$ cat config.mk
export PLATFORM = sky130hd
export DESIGN_NAME = mac_seq_unit_flat
export DESIGN_NICKNAME = d
export VERILOG_FILES = /design/src/rtl/mac_seq_unit_if.sv /design/src/rtl/mac_seq_unit.sv /design/src/flat_wrapper.sv
export SDC_FILE = /design/constraint.sdc
export NUM_CORES = 1
export LEC_CHECK = 0
export CAP_MARGIN = 20
export CORE_MARGIN = 2
export CORE_UTILIZATION = 55
export CTS_CLUSTER_DIAMETER = 30
export DETAILED_ROUTE_END_ITERATION = 8
export GPL_TIMING_DRIVEN = 0
export PLACE_DENSITY = 0.75
export SETUP_SLACK_MARGIN = 0.3
export SLEW_MARGIN = 20
export SYNTH_ARGS = -nofsm -noshare
export SYNTH_HDL_FRONTEND = slang
export SYNTH_SLANG_ARGS = --single-unit
$ cat constraint.sdc
create_clock -name clk -period 12.7 [get_ports clk]
set_clock_uncertainty 0.2 [all_clocks]
set_input_delay 1.27 -clock clk [delete_from_list [all_inputs] [get_ports clk]]
set_output_delay 1.27 -clock clk [all_outputs]
set_load 0.01 [all_outputs]
$ cat src/rtl/mac_seq_unit_if.sv
// Operand stream between the operand source (buffer/DMA) and the MAC
// sequencer: a signed operand pair qualified by a valid/ready handshake.
interface mac_seq_unit_if #(
    parameter int DATA_W = 16
);
    logic                     in_valid;
    logic                     in_ready;
    logic signed [DATA_W-1:0] a;
    logic signed [DATA_W-1:0] b;

    // Operand source side.
    modport master (
        output in_valid,
        output a,
        output b,
        input  in_ready
    );

    // Sequencer side.
    modport slave (
        input  in_valid,
        input  a,
        input  b,
        output in_ready
    );
endinterface

$ cat src/rtl/mac_seq_unit.sv
// Programmable-length signed multiply-accumulate sequencer. A job is started
// in IDLE with a beat count, consumes that many operand pairs from the stream
// in RUN, and reports completion with a one-cycle done pulse from DONE. The
// accumulator either saturates or wraps at ACC_W bits; any overflow during a
// job is remembered in a sticky flag until the next accepted start.
// ACC_W must be at least 2*DATA_W so a single product always fits.
module mac_seq_unit #(
    parameter int DATA_W = 16,
    parameter int ACC_W  = 40,
    parameter int LEN_W  = 8,
    parameter bit SAT_EN = 1'b1
) (
    input  logic                    clk,
    input  logic                    reset_n,
    input  logic                    start,
    input  logic [LEN_W-1:0]        len,
    input  logic                    abort,
    mac_seq_unit_if.slave           opnd,
    output logic                    busy,
    output logic                    done,
    output logic [LEN_W-1:0]        count,
    output logic signed [ACC_W-1:0] acc_out,
    output logic                    overflow
);

    localparam int PROD_W = 2 * DATA_W;
    localparam logic signed [ACC_W-1:0] ACC_MAX = {1'b0, {(ACC_W-1){1'b1}}};
    localparam logic signed [ACC_W-1:0] ACC_MIN = {1'b1, {(ACC_W-1){1'b0}}};

    typedef enum logic [1:0] {
        IDLE = 2'd0,
        RUN  = 2'd1,
        DONE = 2'd2
    } state_t;

    state_t                  state;
    state_t                  state_nxt;

    logic [LEN_W-1:0]        len_q;
    logic [LEN_W-1:0]        count_q;
    logic [LEN_W-1:0]        count_nxt;
    logic signed [ACC_W-1:0] acc_q;
    logic signed [ACC_W-1:0] acc_nxt;
    logic [ACC_W:0]          sum_wide;
    logic                    ovf_beat;
    logic                    ovf_q;
    logic                    busy_q;
    logic                    done_q;
    logic                    start_ok;
    logic                    accept;
    logic                    last_beat;

    // Full-precision signed product, sign-extended to the accumulator width.
    function automatic logic signed [ACC_W-1:0] mul_sext(
        input logic signed [DATA_W-1:0] x,
        input logic signed [DATA_W-1:0] y
    );
        logic signed [PROD_W-1:0] prod;
        prod = PROD_W'(x) * PROD_W'(y);
        return ACC_W'(prod);
    endfunction

    // One guard bit above the accumulator so signed overflow is observable.
    function automatic logic [ACC_W:0] add_wide(
        input logic signed [ACC_W-1:0] x,
        input logic signed [ACC_W-1:0] y
    );
        return {x[ACC_W-1], x} + {y[ACC_W-1], y};
    endfunction

    // The ACC_W-bit result overflowed when the guard bit and sign bit differ.
    function automatic logic sum_ovf(input logic [ACC_W:0] s);
        return s[ACC_W] ^ s[ACC_W-1];
    endfunction

    // Clamp to the signed limits when saturating; otherwise keep the low
    // ACC_W bits, which is the modulo-2^ACC_W wrap. The guard bit carries the
    // true sign, so it picks the clamp direction.
    function automatic logic signed [ACC_W-1:0] sat_or_wrap(input logic [ACC_W:0] s);
        if (SAT_EN && sum_ovf(s)) begin
            return s[ACC_W] ? ACC_MIN : ACC_MAX;
        end
        return $signed(s[ACC_W-1:0]);
    endfunction

    assign start_ok  = (state == IDLE) && start;
    assign accept    = (state == RUN) && opnd.in_valid && !abort;
    assign count_nxt = count_q + LEN_W'(1);
    assign last_beat = accept && (count_nxt == len_q);

    // Accumulator update candidate for the operand pair currently on the bus.
    always_comb begin
        sum_wide = add_wide(acc_q, mul_sext(opnd.a, opnd.b));
        acc_nxt  = sat_or_wrap(sum_wide);
        ovf_beat = sum_ovf(sum_wide);
    end

    // Next-state logic and the combinational ready; abort wins over a beat.
    always_comb begin
        state_nxt     = state;
        opnd.in_ready = 1'b0;
        case (state)
            IDLE: begin
                if (start) begin
                    state_nxt = (len != '0) ? RUN : DONE;
                end
            end
            RUN: begin
                opnd.in_ready = !abort;
                if (abort) begin
                    state_nxt = IDLE;
                end else if (last_beat) begin
                    state_nxt = DONE;
                end
            end
            DONE: begin
                state_nxt = IDLE;
            end
            default: begin
                state_nxt = IDLE;
            end
        endcase
    end

    // State register plus registered busy/done decoded from the next state.
    always_ff @(posedge clk or negedge reset_n) begin
        if (!reset_n) begin
            state  <= IDLE;
            busy_q <= 1'b0;
            done_q <= 1'b0;
        end else begin
            state  <= state_nxt;
            busy_q <= (state_nxt == RUN);
            done_q <= (state_nxt == DONE);
        end
    end

    // Job registers: cleared by an accepted start, advanced by accepted beats,
    // otherwise held so results stay readable after DONE or abort.
    always_ff @(posedge clk or negedge reset_n) begin
        if (!reset_n) begin
            len_q   <= '0;
            acc_q   <= '0;
            count_q <= '0;
            ovf_q   <= 1'b0;
        end else if (start_ok) begin
            len_q   <= len;
            acc_q   <= '0;
            count_q <= '0;
            ovf_q   <= 1'b0;
        end else if (accept) begin
            acc_q   <= acc_nxt;
            count_q <= count_nxt;
            ovf_q   <= ovf_q | ovf_beat;
        end
    end

    assign busy     = busy_q;
    assign done     = done_q;
    assign count    = count_q;
    assign acc_out  = acc_q;
    assign overflow = ovf_q;

endmodule

$ cat src/flat_wrapper.sv
// flat-port wrapper written by rule: the top's interface ports become plain ports
module mac_seq_unit_flat 
#(
    parameter int DATA_W = 16,
    parameter int ACC_W  = 40,
    parameter int LEN_W  = 8,
    parameter bit SAT_EN = 1'b1
)
  (clk, reset_n, start, len, abort, busy, done, count, acc_out, overflow, opnd_in_valid, opnd_a, opnd_b, opnd_in_ready);
  mac_seq_unit_if #(.DATA_W(DATA_W)) opnd_i ();
  input  logic clk;
  input  logic reset_n;
  input  logic start;
  input  logic [LEN_W-1:0] len;
  input  logic abort;
  output logic busy;
  output logic done;
  output logic [LEN_W-1:0] count;
  output logic signed [ACC_W-1:0] acc_out;
  output logic overflow;
  input wire logic [$bits(opnd_i.in_valid)-1:0] opnd_in_valid;
  input wire logic [$bits(opnd_i.a)-1:0] opnd_a;
  input wire logic [$bits(opnd_i.b)-1:0] opnd_b;
  output wire logic [$bits(opnd_i.in_ready)-1:0] opnd_in_ready;
  assign opnd_i.in_valid = opnd_in_valid;
  assign opnd_i.a = opnd_a;
  assign opnd_i.b = opnd_b;
  assign opnd_in_ready = opnd_i.in_ready;
  mac_seq_unit #(.DATA_W(DATA_W), .ACC_W(ACC_W), .LEN_W(LEN_W), .SAT_EN(SAT_EN)) u_core (.clk(clk), .reset_n(reset_n), .start(start), .len(len), .abort(abort), .opnd(opnd_i), .busy(busy), .done(done), .count(count), .acc_out(acc_out), .overflow(overflow));
endmodule
==> reports/qor.csv <==
stage,metric,value,unit
global_routing,grt_pass1_vias,12200,
synth,synthesis.area_per_instance,9.33,um^2
hold_path,hp-class,reg2reg,
synth,ys_seq_elements,61,
final_layout,final_cells,2084,
die,die-area,29000,um^2
synth,yosys.area.top_type,fa_1,
clock_tree,root_buffer,clkbuf_16,
place,port_buffers,96,
timing,finalCritPeriodShare,0.744,
clock_tree,numCtsBuffers,9,
clock_tree,clock_latency,0.33,ns
detailed_routing,drt-initial-drc-count,619,
timing,finalWorstSetupSlack,3.25,ns
global_routing,grtUsageTotal,0.284,
synth,yosys_warnings,0,
final_layout,antenna_cells,0,
setup_path,cpPeakStageDelay,0.81,ns
timing,fin_setup_tns,0,ns
die,io_pins,97,
clock_tree,clk_pin_slew,0.05,ns
clock_tree,cts_tree,done,
final_layout,drive_gt1_frac,0.0195,
clock_tree,cts_sinks,61,
setup_path,critPathRequiredTime,12.71,ns
setup_path,rr_worst_depth,22,
detailed_routing,viasPerCell,5.44,
synth,ys_top_cells_by_area,"fa_1, inv_1, dfrtp_1",
clock_tree,htree_levels,3,
timing,max_freq,0.106,GHz
final_layout,nets,2237,
setup_path,cp_common_cell,inv_1,
run,cap_violations,0,
setup_path,reg2reg_to,u_core.acc_out[19],
synth,synth_top_area_share,0.439,
clock_tree,postCtsHoldBufs,0,
hold_path,holdPathStages,2,
synth,synth_async_sr_flop_share,1.00,
clock_tree,cts_buffer_depth,2,
synth,syn_area,15200,um^2
global_routing,grt_remaining_overflow,0,
final_layout,syn_to_final_growth,11.0,%
setup_path,crit_slowest_cell,fa_1,
clock_tree,cts_resized,0,
setup_path,arrival,9.46,ns
timing,setup_viol,0,
detailed_routing,vias,11300,
die,coreArea,27000,um^2
detailed_routing,drt-wirelength-per-cell,18.2,um
synth,ys_top_cells_by_count,"inv_1, fa_1, nand2_1, ha_1, and2_1",
detailed_routing,drc_errors,0,
synth,synth_most_common_cell,inv_1,
detailed_routing,antenna_left,0,
global_routing,grt_max_degree,38,
timing,period_minus_slack,9.45,ns
setup_path,ff2ff_setup_slack,6.25,ns
hold_path,hold_start,u_core.len_q[5],
setup_path,worstSetupPathType,in2reg,
place,gp_congestion,0.955,
timing,relSlewSlack,0.406,
hold_path,min_to,u_core.len_q[5],
setup_path,crit_fanout,10,
global_routing,antenna_found_initial,0,
synth,synth_fp_nets,2129,
timing,hold_viol_final,0,
status,outcome,finished clean,
die,rows,60,
detailed_routing,drt-pass1-iter-count,5,
die,start_util,0.563,
synth,yosysUniqueCellTypes,55,
setup_path,start_kind,primary input,
die,die_h,170,um
timing,tightest_slew,0.890,ns
setup_path,cp-end-kind,flop,
detailed_routing,wirelength,37900,um
place,pre_cts_ws,2.95,ns
synth,syn_inst,1631,
synth,ys.flop_type,dfrtp_1,
place,dpl.cell_count,2069,
clock_tree,postCtsSetupRepairBufs,0,
setup_path,reg2reg_from,u_core.acc_out[15],
place,dp_hpwl,32600,um
timing,rsz0062_at_grt,no,
timing,report.final.slew_viol_count,0,
synth,synth_edf_count,0,
synth,yosysSeqAreaShare,0.100,
global_routing,grt_pass1_wl,63600,um
die,die_w,170,um
-- cell type report --
class | instances | area [um^2]
plain buffers | 62 | 256
clock buffers | 11 | 243
clock inverters | 4 | 25.0
fillers | 2263 | 10100
inverters | 420 | 1580
multi-input cells | 1088 | 11900
flip-flops and latches | 61 | 1530
well taps | 341 | 427
repair buffers | 97 | 978
-- worst max path at each step --
stage	to	slack (ns)	startpoint
2_1_floorplan	u_core.acc_out[18]	4.65	opnd_a[15]
3_3_place_gp	u_core.acc_out[33]	2.98	opnd_a[15]
3_5_place_dp	u_core.acc_out[37]	2.95	opnd_a[15]
4_1_cts	u_core.acc_out[21]	3.26	opnd_a[15]
5_1_grt	u_core.acc_out[23]	2.64	opnd_a[15]
6_report	u_core.acc_out[19]	3.25	opnd_a[15]
-- per-stage QoR --
stage | hold slack (ns) | utilization | cell area, um^2
6_report | 0.296 | 0.625 | 16900
5_1_grt | 0.332 | 0.625 | 16900
4_1_cts | 0.297 | 0.625 | 16900
3_5_place_dp | 0.284 | 0.615 | 16600
3_3_place_gp | 0.282 | 0.615 | 16600
2_1_floorplan | 0.265 | - | 15200
-- critical path, delay by kind of cell --
family          cells  cell delay [ns]
buf+inv            11             2.71
xor+xnor            1             0.39
compound gates      6             1.00
simple gates        2             0.38
fa+ha+maj           7             3.68
-- registers in the layout, indices dropped and copies added, names as in the netlist --
signal and flops:
u_core.acc_out 40, u_core.count 8, u_core.len_q 8, u_core.state 2, u_core.busy 1, u_core.done 1
u_core.overflow 1
-- layout by cell type, fill, tap and decap left out, types with 3 or more instances in the layout --
master / count
o21a_1: 3
inv_1: 420
a21oi_1: 43
nand3_1: 23
clkbuf_16: 9
ha_1: 119
buf_2: 4
a221o_1: 40
or3_1: 3
and2_1: 113
a21o_1: 11
dfrtp_1: 61
o21bai_1: 7
fa_1: 333
xnor2_1: 39
clkbuf_1: 54
xor2_1: 16
a31oi_1: 7
nor2_1: 34
o21ai_0: 42
nor3_1: 9
nor4_1: 4
and3_1: 6
nand2_1: 189
a211oi_1: 5
clkdlybuf4s50_1: 95
nand4_1: 6
-- kinds of logic (layout without fill, tap and decap cells) --
kind of cell / after synthesis / after routing / synth area share
AO/OA/AOI/OAI: 177 / 177 / 0.0819
XOR/XNOR: 55 / 55 / 0.0316
adder cells (fa/ha/maj): 453 / 453 / 0.537
buffers and inverters: 482 / 594 / 0.120
flip-flops: 61 / 61 / 0.100
multiplexers: 1 / 1 / 0.000740
AND/OR/NAND/NOR: 402 / 402 / 0.128
-- layer usage --
metal,GRT usage,vias to the layer above,routed length [um]
met1,0.391,5714,16200
met3,0.0323,79,2100
met4,0.0903,0,1270
met2,0.475,414,18300
li1,-,5140,-
met5,0,-,0
Power is not shown: default switching activity piles up to over one toggle a cycle in this logic, so the estimate is an artifact.
